===== src/rtl/xadc_drp_reader.sv =====
// xadc_drp_reader: on each XADC end-of-sequence pulse, reads the voltage and
// current-monitor status registers over DRP and presents them as two
// independent valid/ready sample streams. End-of-sequence pulses that arrive
// while a sequence is still in progress are dropped and counted.
// Optional feature macro: XADC_DRP_READER_TIMEOUT_EN (abort a read when
// drp_drdy does not arrive within DRDY_TIMEOUT cycles).
module xadc_drp_reader #(
    parameter logic [6:0] VOLTAGE_ADDR = 7'h13,
    parameter logic [6:0] CURRENT_ADDR = 7'h1B,
    parameter int         DRDY_TIMEOUT = 64
) (
    input  logic        clk,
    input  logic        rst,
    input  logic        xadc_eos,
    output logic [6:0]  drp_daddr,
    output logic        drp_den,
    output logic        drp_dwe,
    output logic [15:0] drp_di,
    input  logic [15:0] drp_do,
    input  logic        drp_drdy,
    output logic [15:0] voltage_tdata,
    output logic        voltage_tvalid,
    input  logic        voltage_tready,
    output logic [15:0] current_tdata,
    output logic        current_tvalid,
    input  logic        current_tready,
    output logic        busy,
    output logic [7:0]  overrun_count,
    output logic        timeout_error
);

    typedef enum logic [2:0] {
        S_IDLE   = 3'd0,
        S_V_REQ  = 3'd1,
        S_V_WAIT = 3'd2,
        S_I_REQ  = 3'd3,
        S_I_WAIT = 3'd4,
        S_OUTPUT = 3'd5
    } state_t;

    state_t      state_q, state_d;
    logic [6:0]  daddr_q, daddr_d;
    logic        den_q, den_d;
    logic [15:0] vdata_q, vdata_d;
    logic [15:0] cdata_q, cdata_d;
    logic        vvalid_q, vvalid_d;
    logic        cvalid_q, cvalid_d;
    logic        busy_q, busy_d;
    logic [7:0]  ovr_q, ovr_d;
    logic        terr_q, terr_d;

`ifdef XADC_DRP_READER_TIMEOUT_EN
    localparam int WCW = $clog2(DRDY_TIMEOUT);
    localparam logic [WCW-1:0] WCNT_MAX = WCW'(DRDY_TIMEOUT - 1);
    logic [WCW-1:0] wcnt_q, wcnt_d;
`else
    // The timeout length only matters when the timeout feature is built in.
    logic unused_timeout_cfg_s;
    assign unused_timeout_cfg_s = (DRDY_TIMEOUT > 0);
`endif

    // Write side of the DRP is never used: this block only reads.
    assign drp_dwe = 1'b0;
    assign drp_di  = 16'h0000;

    // Next-state, datapath and registered-output decode.
    always_comb begin
        state_d  = state_q;
        daddr_d  = daddr_q;
        vdata_d  = vdata_q;
        cdata_d  = cdata_q;
        vvalid_d = vvalid_q;
        cvalid_d = cvalid_q;
        ovr_d    = ovr_q;
        terr_d   = 1'b0;
`ifdef XADC_DRP_READER_TIMEOUT_EN
        wcnt_d   = wcnt_q;
`endif

        case (state_q)
            S_IDLE: begin
                // drp_drdy is deliberately ignored here so that a read
                // aborted by reset cannot leak into a new sequence.
                if (xadc_eos) begin
                    state_d = S_V_REQ;
                end else begin
                    state_d = S_IDLE;
                end
            end
            S_V_REQ: begin
                state_d = S_V_WAIT;
`ifdef XADC_DRP_READER_TIMEOUT_EN
                wcnt_d  = '0;
`endif
            end
            S_V_WAIT: begin
                if (drp_drdy) begin
                    vdata_d = drp_do;
                    state_d = S_I_REQ;
                end else begin
`ifdef XADC_DRP_READER_TIMEOUT_EN
                    if (wcnt_q == WCNT_MAX) begin
                        state_d = S_IDLE;
                        terr_d  = 1'b1;
                    end else begin
                        wcnt_d  = wcnt_q + WCW'(1);
                    end
`else
                    state_d = S_V_WAIT;
`endif
                end
            end
            S_I_REQ: begin
                state_d = S_I_WAIT;
`ifdef XADC_DRP_READER_TIMEOUT_EN
                wcnt_d  = '0;
`endif
            end
            S_I_WAIT: begin
                if (drp_drdy) begin
                    cdata_d  = drp_do;
                    vvalid_d = 1'b1;
                    cvalid_d = 1'b1;
                    state_d  = S_OUTPUT;
                end else begin
`ifdef XADC_DRP_READER_TIMEOUT_EN
                    if (wcnt_q == WCNT_MAX) begin
                        state_d = S_IDLE;
                        terr_d  = 1'b1;
                    end else begin
                        wcnt_d  = wcnt_q + WCW'(1);
                    end
`else
                    state_d = S_I_WAIT;
`endif
                end
            end
            S_OUTPUT: begin
                // Each channel retires on its own handshake; leave once both have.
                vvalid_d = vvalid_q & ~voltage_tready;
                cvalid_d = cvalid_q & ~current_tready;
                if (!vvalid_d && !cvalid_d) begin
                    state_d = S_IDLE;
                end else begin
                    state_d = S_OUTPUT;
                end
            end
            default: begin
                state_d = S_IDLE;
            end
        endcase

        // A sequence that starts while we are still busy is lost.
        if (xadc_eos && (state_q != S_IDLE) && (ovr_q != 8'hFF)) begin
            ovr_d = ovr_q + 8'd1;
        end else begin
            ovr_d = ovr_d;
        end

        // DRP enable is a one-cycle pulse in the request states; the
        // address changes only when a new request is issued.
        case (state_d)
            S_V_REQ: begin
                den_d   = 1'b1;
                daddr_d = VOLTAGE_ADDR;
            end
            S_I_REQ: begin
                den_d   = 1'b1;
                daddr_d = CURRENT_ADDR;
            end
            default: begin
                den_d   = 1'b0;
            end
        endcase

        busy_d = (state_d != S_IDLE);
    end

    // State and registered outputs.
    always_ff @(posedge clk or posedge rst) begin
        if (rst) begin
            state_q  <= S_IDLE;
            daddr_q  <= 7'h00;
            den_q    <= 1'b0;
            vdata_q  <= 16'h0000;
            cdata_q  <= 16'h0000;
            vvalid_q <= 1'b0;
            cvalid_q <= 1'b0;
            busy_q   <= 1'b0;
            ovr_q    <= 8'h00;
            terr_q   <= 1'b0;
        end else begin
            state_q  <= state_d;
            daddr_q  <= daddr_d;
            den_q    <= den_d;
            vdata_q  <= vdata_d;
            cdata_q  <= cdata_d;
            vvalid_q <= vvalid_d;
            cvalid_q <= cvalid_d;
            busy_q   <= busy_d;
            ovr_q    <= ovr_d;
            terr_q   <= terr_d;
        end
    end

`ifdef XADC_DRP_READER_TIMEOUT_EN
    // drdy wait counter.
    always_ff @(posedge clk or posedge rst) begin
        if (rst) begin
            wcnt_q <= '0;
        end else begin
            wcnt_q <= wcnt_d;
        end
    end
`endif

    assign drp_daddr      = daddr_q;
    assign drp_den        = den_q;
    assign voltage_tdata  = vdata_q;
    assign voltage_tvalid = vvalid_q;
    assign current_tdata  = cdata_q;
    assign current_tvalid = cvalid_q;
    assign busy           = busy_q;
    assign overrun_count  = ovr_q;
    assign timeout_error  = terr_q;

endmodule


===== config.mk =====
export PLATFORM = sky130hd
export DESIGN_NAME = xadc_drp_reader
export DESIGN_NICKNAME = d
export VERILOG_FILES = /design/src/rtl/xadc_drp_reader.sv
export SDC_FILE = /design/constraint.sdc
export NUM_CORES = 1
export LEC_CHECK = 0
export BUFFER_PORTS_ARGS = -buffer_cell sky130_fd_sc_hd__buf_2
export CELL_PAD_IN_SITES_DETAIL_PLACEMENT = 1
export CELL_PAD_IN_SITES_GLOBAL_PLACEMENT = 1
export CORE_ASPECT_RATIO = 0.6
export CORE_MARGIN = 4
export CORE_UTILIZATION = 38
export CTS_CLUSTER_DIAMETER = 100
export DETAILED_ROUTE_END_ITERATION = 10
export PLACE_DENSITY = 0.89
export SYNTH_ARGS = -nofsm -noshare
export SYNTH_HDL_FRONTEND = slang
export SYNTH_SLANG_ARGS = --single-unit

===== constraint.sdc =====
create_clock -name clk -period 2.1 [get_ports clk]
set_input_delay 0.42 -clock clk [delete_from_list [all_inputs] [get_ports clk]]
set_output_delay 0.42 -clock clk [all_outputs]
set_load 0.02 [all_outputs]

==> results of run 1 <==
-- path summary, 6_finish.rpt --
kind                               from                 to  slack, ps  cells past startpoint
min in group clk              drp_do[5]   voltage_tdata[5]        370                      2
min reg2reg                drp_daddr[1]       drp_daddr[1]        510                      1
max                          state_q[1]  current_tdata[12]        400                      3
max in group asynchronous           rst   overrun_count[7]       1440                      3
max reg2reg                  state_q[1]  current_tdata[12]        400                      3
min                                 rst       drp_daddr[3]        140                      2
-- stage by stage --
| step | setup slack [ps] | util [%] | instances | power (mW) | cell area [um^2] |
|---|---|---|---|---|---|
| 2_1_floorplan | 507 | - | 190 | 3.15 | 2400 |
| 3_3_place_gp | 474 | 45.8 | 313 | 3.65 | 2640 |
| 3_5_place_dp | 418 | 45.8 | 313 | 3.74 | 2640 |
| 4_1_cts | 400 | 48.1 | 321 | 4.54 | 2770 |
| 5_1_grt | 313 | 48.1 | 321 | 4.77 | 2770 |
| 6_report | 398 | 48.1 | 321 | 4.49 | 2770 |
-- cell usage after synthesis (2+ instances only) --
library cell  count  area (um^2)
xor2_1            3         26.3
mux2_4           19          285
inv_1             4         15.0
nand2_1           4         15.0
nor2_1            2         7.51
buf_4            24          180
a21oi_1           6         30.0
xnor2_1           4         35.0
nor2b_1           2         12.5
buf_12            2         40.0
mux2_2           15          169
nand3_1           3         15.0
and3_1            3         18.8
o31ai_1           4         30.0
o2bb2ai_1         2         17.5
dfrtp_1          49         1230
buf_6             2         22.5
-- cell families after synthesis --
| kind of cell | after synthesis | synth area share, % |
|---|---|---|
| AOI/OAI and AO/OA | 20 | 6.02 |
| xor gates and xnor gates | 7 | 2.63 |
| adders and majority gates | 1 | 0.537 |
| buffers and inverters | 33 | 11.4 |
| DFF | 49 | 52.6 |
| muxes | 34 | 19.5 |
| other | 1 | 0.161 |
| and+or+nand+nor | 25 | 7.14 |
-- area by class of cell --
class | instances | share of cell area, %
Multi-Input combinational cell | 108 | 33.0
Clock inverter | 3 | 2.35
Sequential cell | 49 | 44.3
Timing Repair Buffer | 72 | 13.7
Tap cell | 80 | 3.61
Clock buffer | 5 | 2.49
Inverter | 4 | 0.542
-- power by group through the flow --
stage	Combinational [mW]	Clock [mW]	Sequential, mW
after floorplan	1.00	0	2.15
after global placement	1.93	0	1.72
after detailed placement	1.99	0	1.75
after CTS	1.99	0.810	1.74
after global routing	2.11	0.853	1.81
final	1.97	0.785	1.74
-- registers in the layout, indices dropped and copies added (netlist names) --
name	count
voltage_tvalid	1
current_tdata	16
state_q	3
drp_daddr	2
busy	1
current_tvalid	1
overrun_count	8
voltage_tdata	16
drp_den	1
-- metal layers --
metal | track usage (%) | wire [um] | up-vias | share of wire [%]
met1 | 18.8 | 2440 | 757 | 48
met3 | 3.72 | 310 | 0 | 6.0
li1 | - | - | 689 | -
met2 | 21.8 | 2380 | 46 | 46
met5 | 0 | 0 | - | 0
met4 | 2.36 | 0 | 0 | 0
==> reports/qor.yml, run 1 <==
overflow: 0
cts_tree: "built"
arrival_ps: 1880
synth_edf_count: 0
irDropWorstVdd_mv: 0.641
crit_path_end_kind: "flop"
multiInputGateArea_um2: 913
clock_latency_ps: 290
async_flop_share_pct: 100
htree_levels: 2
antenna_found_initial: 0
crit_fanout: 16
drc_errors: 0
leakagePower_nw: 1.35
grt_pass1_wl_um: 7820
yosysWarnings: 0
period_needed_ps: 1700
root_buffer: "clkbuf_8"
rows: 21
critPathLaunchType: "flop"
setup_viol: 0
ys_seq_area_share_pct: 52.6
portBuffers: 69
finalNetCount: 263
numCtsBuffers: 5
cell_internal_pwr_mw: 2.73
core-area_um2: 5750
power_density_nw_per_um2: 1620
crit_chain: "nor2b_4 > and3_4 > mux2_2"
clock.fmax_mhz: 588
crit_type: "flop to flop"
rsz0062_at_grt: "false"
syn_avg_cell_area_um2: 13.7
cts_resized: 0
status: "finished clean"
clock-sinks: 49
switchingPower_mw: 1.76
drt_iter0_markers: 55
grt_max_degree: 28
drt_pass1_iterations: 4
clockPowerShare_pct: 17.5
hold_class: "primary input to async pin"
slowest_delay_ps: 530
hold_viol_final: 0
maxSlewViolCount: 0
setup_tns_ps: 0
fin_hold_ws_ps: 141
netlist_instances: 170
wirelength_um: 5130
cp_slowest_cell: "dfrtp_1"
period_share_pct: 81.0
start_util_pct: 40.5
postCtsSetupBuffers: 0
dieArea_um2: 7490
clk_pin_slew_worst_paths_ps: 100
cpLargestDelayFamily: "simple AND/OR/NAND/NOR gates"
gp_congestion: 0.770
worst_clock_skew_ps: 11.0
synthFlopType: "dfrtp_1"
vias: 1492
place_hpwl_um: 3880
syn2layout_area_growth_pct: 18.9
wl_per_cell_um: 16.0
synth.distinct_cells: 39
antenna_cells: 0
grt_pass1_vias: 1533
seq_area_um2: 1230
cts_buffer_depth: 2
final_common_cell: "buf_2"
routed_via_density: 4.65
maxCapViolCount: 0
cp.required_ps: 2280
mappedNetlistArea_um2: 2330
die_w_um: 109
die_h_um: 68.7
swShare_pct: 39.2
pwr-share-comb_pct: 43.8
nFillCells: 657
track_usage_pct: 13.6
layout-drive-gt1-share_pct: 49.8
worst-path-buf-inv: 0
ant_nets: 0
power_frac_seq_pct: 38.7
final_cell_mix: "69 x buf_2, 49 x dfrtp_1, 21 x conb_1"
ios: 91
yosys_register_bits: 49
ctsHoldBuffers: 0
Note: power is estimated with default switching activity, not from simulation.
==> run 2, diff against run 1 <==
Clock period 2.1 ns to 1.6 ns, I/O delays scaled along.
==> reports/qor.yml, run 2 (synthesized netlist as in run 1, its figures left out) <==
leakagePower_nw: 1.37
multiInputGateArea_um2: 918
dp.cells: 320
power_frac_seq_pct: 39.5
power_density_nw_per_um2: 2040
clock.fmax_mhz: 659
arrival_ps: 1700
routed_via_density: 4.58
fin_hold_ws_ps: 56.7
clockPowerShare_pct: 12.5
cts_tree: "built"
htree_levels: 2
ant_nets: 0
hold_viol_final: 0
grt_pass1_wl_um: 8490
cpLargestDelayFamily: "compound AO/OA/AOI/OAI gates"
rsz0062_at_grt: "false"
period_share_pct: 94.8
clock-sinks: 49
hold_class: "primary input to async pin"
core-area_um2: 5750
cp_num_cells: 3
syn2layout_area_growth_pct: 21.1
clock_latency_ps: 290
root_buffer: "clkbuf_8"
worst-path-buf-inv: 0
crit_path_end_kind: "flop"
vias: 1511
finalNetCount: 272
start_util_pct: 40.5
antenna_found_initial: 0
maxSlewViolCount: 0
p_total_mw: 5.74
fin_util_pct: 49.0
crit_fanout: 9
final_cell_mix: "69 x buf_2, 48 x dfrtp_1, 21 x conb_1"
drt_iter0_markers: 39
critPathLaunchType: "flop"
antenna_cells: 0
dp_slack_ps: 24.5
status: "finished clean"
seq_area_um2: 1230
irDropWorstVdd_mv: 0.852
cp_slowest_cell: "dfrtp_1"
crit_chain: "o31a_1 > o21ai_2 > mux2_2"
track_usage_pct: 14.7
layout_setup_ws_ps: 83.2
worst_clock_skew_ps: 5.26
crit_type: "flop to flop"
drt_pass1_iterations: 4
period_needed_ps: 1520
place_hpwl_um: 4000
ios: 91
setup_tns_ps: 0
layout-drive-gt1-share_pct: 52.0
cts_buffer_depth: 2
stdcell_count: 330
die_h_um: 68.7
r2r_cells: 3
swShare_pct: 41.0
dieArea_um2: 7490
ctsHoldBuffers: 0
setup_viol: 0
dpl_cell_area_um2: 2700
cp.required_ps: 1780
slowest_delay_ps: 520
overflow: 0
grt_max_degree: 50
rows: 21
numCtsBuffers: 5
gp_congestion: 0.851
wl_per_cell_um: 16.0
grt_pass1_vias: 1639
clk_pin_slew_worst_paths_ps: 90
portBuffers: 69
maxCapViolCount: 0
final_common_cell: "buf_2"
switchingPower_mw: 2.35
fin_area_um2: 2820
nFillCells: 622
wirelength_um: 5270
die_w_um: 109
drc_errors: 0
pwr-share-comb_pct: 48.0
cell_internal_pwr_mw: 3.39
-- run 2: changes by cell type in the layout (fill, tap and decap cells not counted), sizes merged --
cell      before  now
clkinv         1    0
buf           72   81
clkbuf         5    6
bufinv         2    0
clkinvlp       0    2
-- run 2: worst min-delay path: cells and delay by family --
kind	cells	cell delay [ps]
buffers and inverters	3	410
-- run 2: area by class of cell --
cell class / count / share of cell area (%)
sequential: 49 / 43.5
multi-input combinational: 108 / 32.5
timing repair buffer: 81 / 16.8
tap: 80 / 3.55
clock buffer: 6 / 2.57
clock inverter: 2 / 0.532
inverter: 4 / 0.532
-- run 2: path summary, 6_finish.rpt --
kind                                  startpoint                end  slack [ps]
worst max-delay path                  state_q[0]   overrun_count[1]          80
worst min-delay path                         rst            drp_den          60
worst max register to register        state_q[0]   overrun_count[1]          80
worst min register to register  voltage_tdata[1]   voltage_tdata[1]         510
max in group asynchronous                    rst   overrun_count[0]        1290
min in group clk                      drp_do[13]  current_tdata[13]         270
-- run 2: power groups by stage --
| stage | clock network (mW) | logic [mW] | registers (mW) |
|---|---|---|---|
| 2_1_floorplan | 0 | 1.32 | 2.82 |
| 5_1_grt | 0.808 | 2.97 | 2.37 |
| 6_report | 0.716 | 2.76 | 2.27 |
| 3_3_place_gp | 0 | 2.69 | 2.24 |
| 3_5_place_dp | 0 | 2.77 | 2.28 |
| 4_1_cts | 0.746 | 2.78 | 2.27 |
-- run 2: repair_timing --
action | CTS | global route
gates resized for setup | 0 | 2
buffers inserted | 0 | 2
endpoints found under the setup margin | 0 | 9
-- run 2: routing by layer --
layer | vias up | wire length [um] | track usage, %
met1 | 749 | 2420 | 20.0
met2 | 50 | 2500 | 23.9
li1 | 712 | - | -
met5 | - | 0 | 0
met4 | 0 | 0 | 1.89
met3 | 0 | 350 | 4.37
==> run 3, diff against run 2 <==
Clock period 1.6 ns to 1.53 ns, I/O delays scaled along.
==> reports/qor.yml, run 3 (synthesized netlist as in run 1, its figures left out) <==
cell_internal_pwr_mw: 3.79
ios: 91
swShare_pct: 39.4
rsz0062_at_grt: "false"
wl_per_cell_um: 16.1
dieArea_um2: 7490
clock-sinks: 49
clock.fmax_mhz: 685
layout_setup_ws_ps: 69.7
period_share_pct: 95.4
ant_nets: 0
pwr-share-comb_pct: 47.3
rows: 21
dp_slack_ps: -14.7
grt_pass1_wl_um: 8550
finalNetCount: 274
switchingPower_mw: 2.47
crit_fanout: 7
core-area_um2: 5750
slowest_delay_ps: 470
root_buffer: "clkbuf_8"
die_w_um: 109
cts_buffer_depth: 2
hold_viol_final: 0
dpl_cell_area_um2: 2720
hold_class: "primary input to async pin"
power_frac_seq_pct: 37.3
worst_clock_skew_ps: 2.54
final_common_cell: "buf_2"
layout-drive-gt1-share_pct: 53.2
cts_tree: "built"
place_hpwl_um: 4060
final_cell_mix: "69 x buf_2, 46 x dfrtp_1, 21 x conb_1"
drt_iter0_markers: 35
status: "finished clean"
clock_latency_ps: 290
antenna_found_initial: 0
numCtsBuffers: 5
drc_errors: 0
maxCapViolCount: 0
clockPowerShare_pct: 15.5
routed_via_density: 4.59
syn2layout_area_growth_pct: 23.0
fin_area_um2: 2870
cp_slowest_cell: "dfrtp_2"
clk_pin_slew_worst_paths_ps: 90
power_density_nw_per_um2: 2190
crit_path_end_kind: "flop"
nFillCells: 621
antenna_cells: 0
cp.required_ps: 1710
start_util_pct: 40.5
p_total_mw: 6.26
track_usage_pct: 14.8
leakagePower_nw: 1.40
fin_hold_ws_ps: 48.2
htree_levels: 2
reg2reg_slack_ps: 70
fin_util_pct: 49.8
overflow: 0
drt_pass1_iterations: 4
grt_pass1_vias: 1654
wirelength_um: 5330
irDropWorstVdd_mv: 0.937
vias: 1523
gp_congestion: 0.839
arrival_ps: 1640
portBuffers: 69
die_h_um: 68.7
critPathLaunchType: "flop"
crit_type: "flop to flop"
period_needed_ps: 1460
maxSlewViolCount: 0
setup_viol: 0
crit_chain: "inv_1 > and3_4 > buf_4 > mux2_4"
grt_max_degree: 50
run 3: cell count changes in the layout (fill, tap and decap cells not counted), sizes merged:
cell      change
buf           +2
bufinv        +1
clkinvlp      -1
run 3: per-layer routing:
layer,track usage (%),wire length (um),up-vias
met5,0,0,-
met4,1.42,0,0
met3,5.40,409,0
met2,23.7,2470,52
met1,20.2,2450,761
li1,-,-,710
run 3: layout make-up:
| type | count | area, um^2 | share of cell area [%] |
|---|---|---|---|
| Inverter | 4 | 15.0 | 0.524 |
| Clock buffer | 6 | 82.6 | 2.88 |
| Timing Repair Buffer | 83 | 488 | 17.0 |
| Tap cell | 80 | 100 | 3.49 |
| Sequential cell | 49 | 1230 | 42.9 |
| Multi-Input combinational cell | 108 | 913 | 31.9 |
| Clock inverter | 2 | 37.5 | 1.31 |
run 3: final timing paths:
check                                 start                end  cells after the start
max                              state_q[0]  current_tdata[15]                      4
max reg2reg                      state_q[0]  current_tdata[15]                      4
max in group asynchronous               rst         state_q[2]                      3
min in group clk                 drp_do[14]  current_tdata[14]                      2
min                                     rst            drp_den                      3
min reg2reg                current_tdata[1]   current_tdata[1]                      1
run 3: through the flow:
| stage | std cells | TNS, ps |
|---|---|---|
| floorplan | 190 | -15.3 |
| global placement | 322 | 0 |
| detailed placement | 322 | -64.0 |
| CTS | 332 | 0 |
| global route | 332 | 0 |
| finish | 332 | 0 |
run 3: power by group through the flow:
| stage | Sequential, mW | Clock, mW | Combinational (mW) |
|---|---|---|---|
| 3_5_place_dp | 2.36 | 0 | 2.97 |
| 2_1_floorplan | 2.95 | 0 | 1.38 |
| 3_3_place_gp | 2.32 | 0 | 2.87 |
| 6_report | 2.33 | 0.968 | 2.96 |
| 5_1_grt | 2.44 | 1.07 | 3.19 |
| 4_1_cts | 2.35 | 1.00 | 3.00 |
run 3: timing repair:
item	4_1_cts	5_1_grt
setup buffers	2	0
pin swaps	1	1
endpoints found under the hold margin	0	0
hold buffers	0	0
setup endpoints to repair	10	14
gates resized for setup	1	2
run 3: worst max-delay path, delay by kind of cell, from the launching register on:
| kind | cells | cell delay [ps] |
|---|---|---|
| flip-flops | 1 | 470 |
| buffers and inverters | 2 | 340 |
| multiplexers | 1 | 310 |
| AND/OR/NAND/NOR | 1 | 220 |
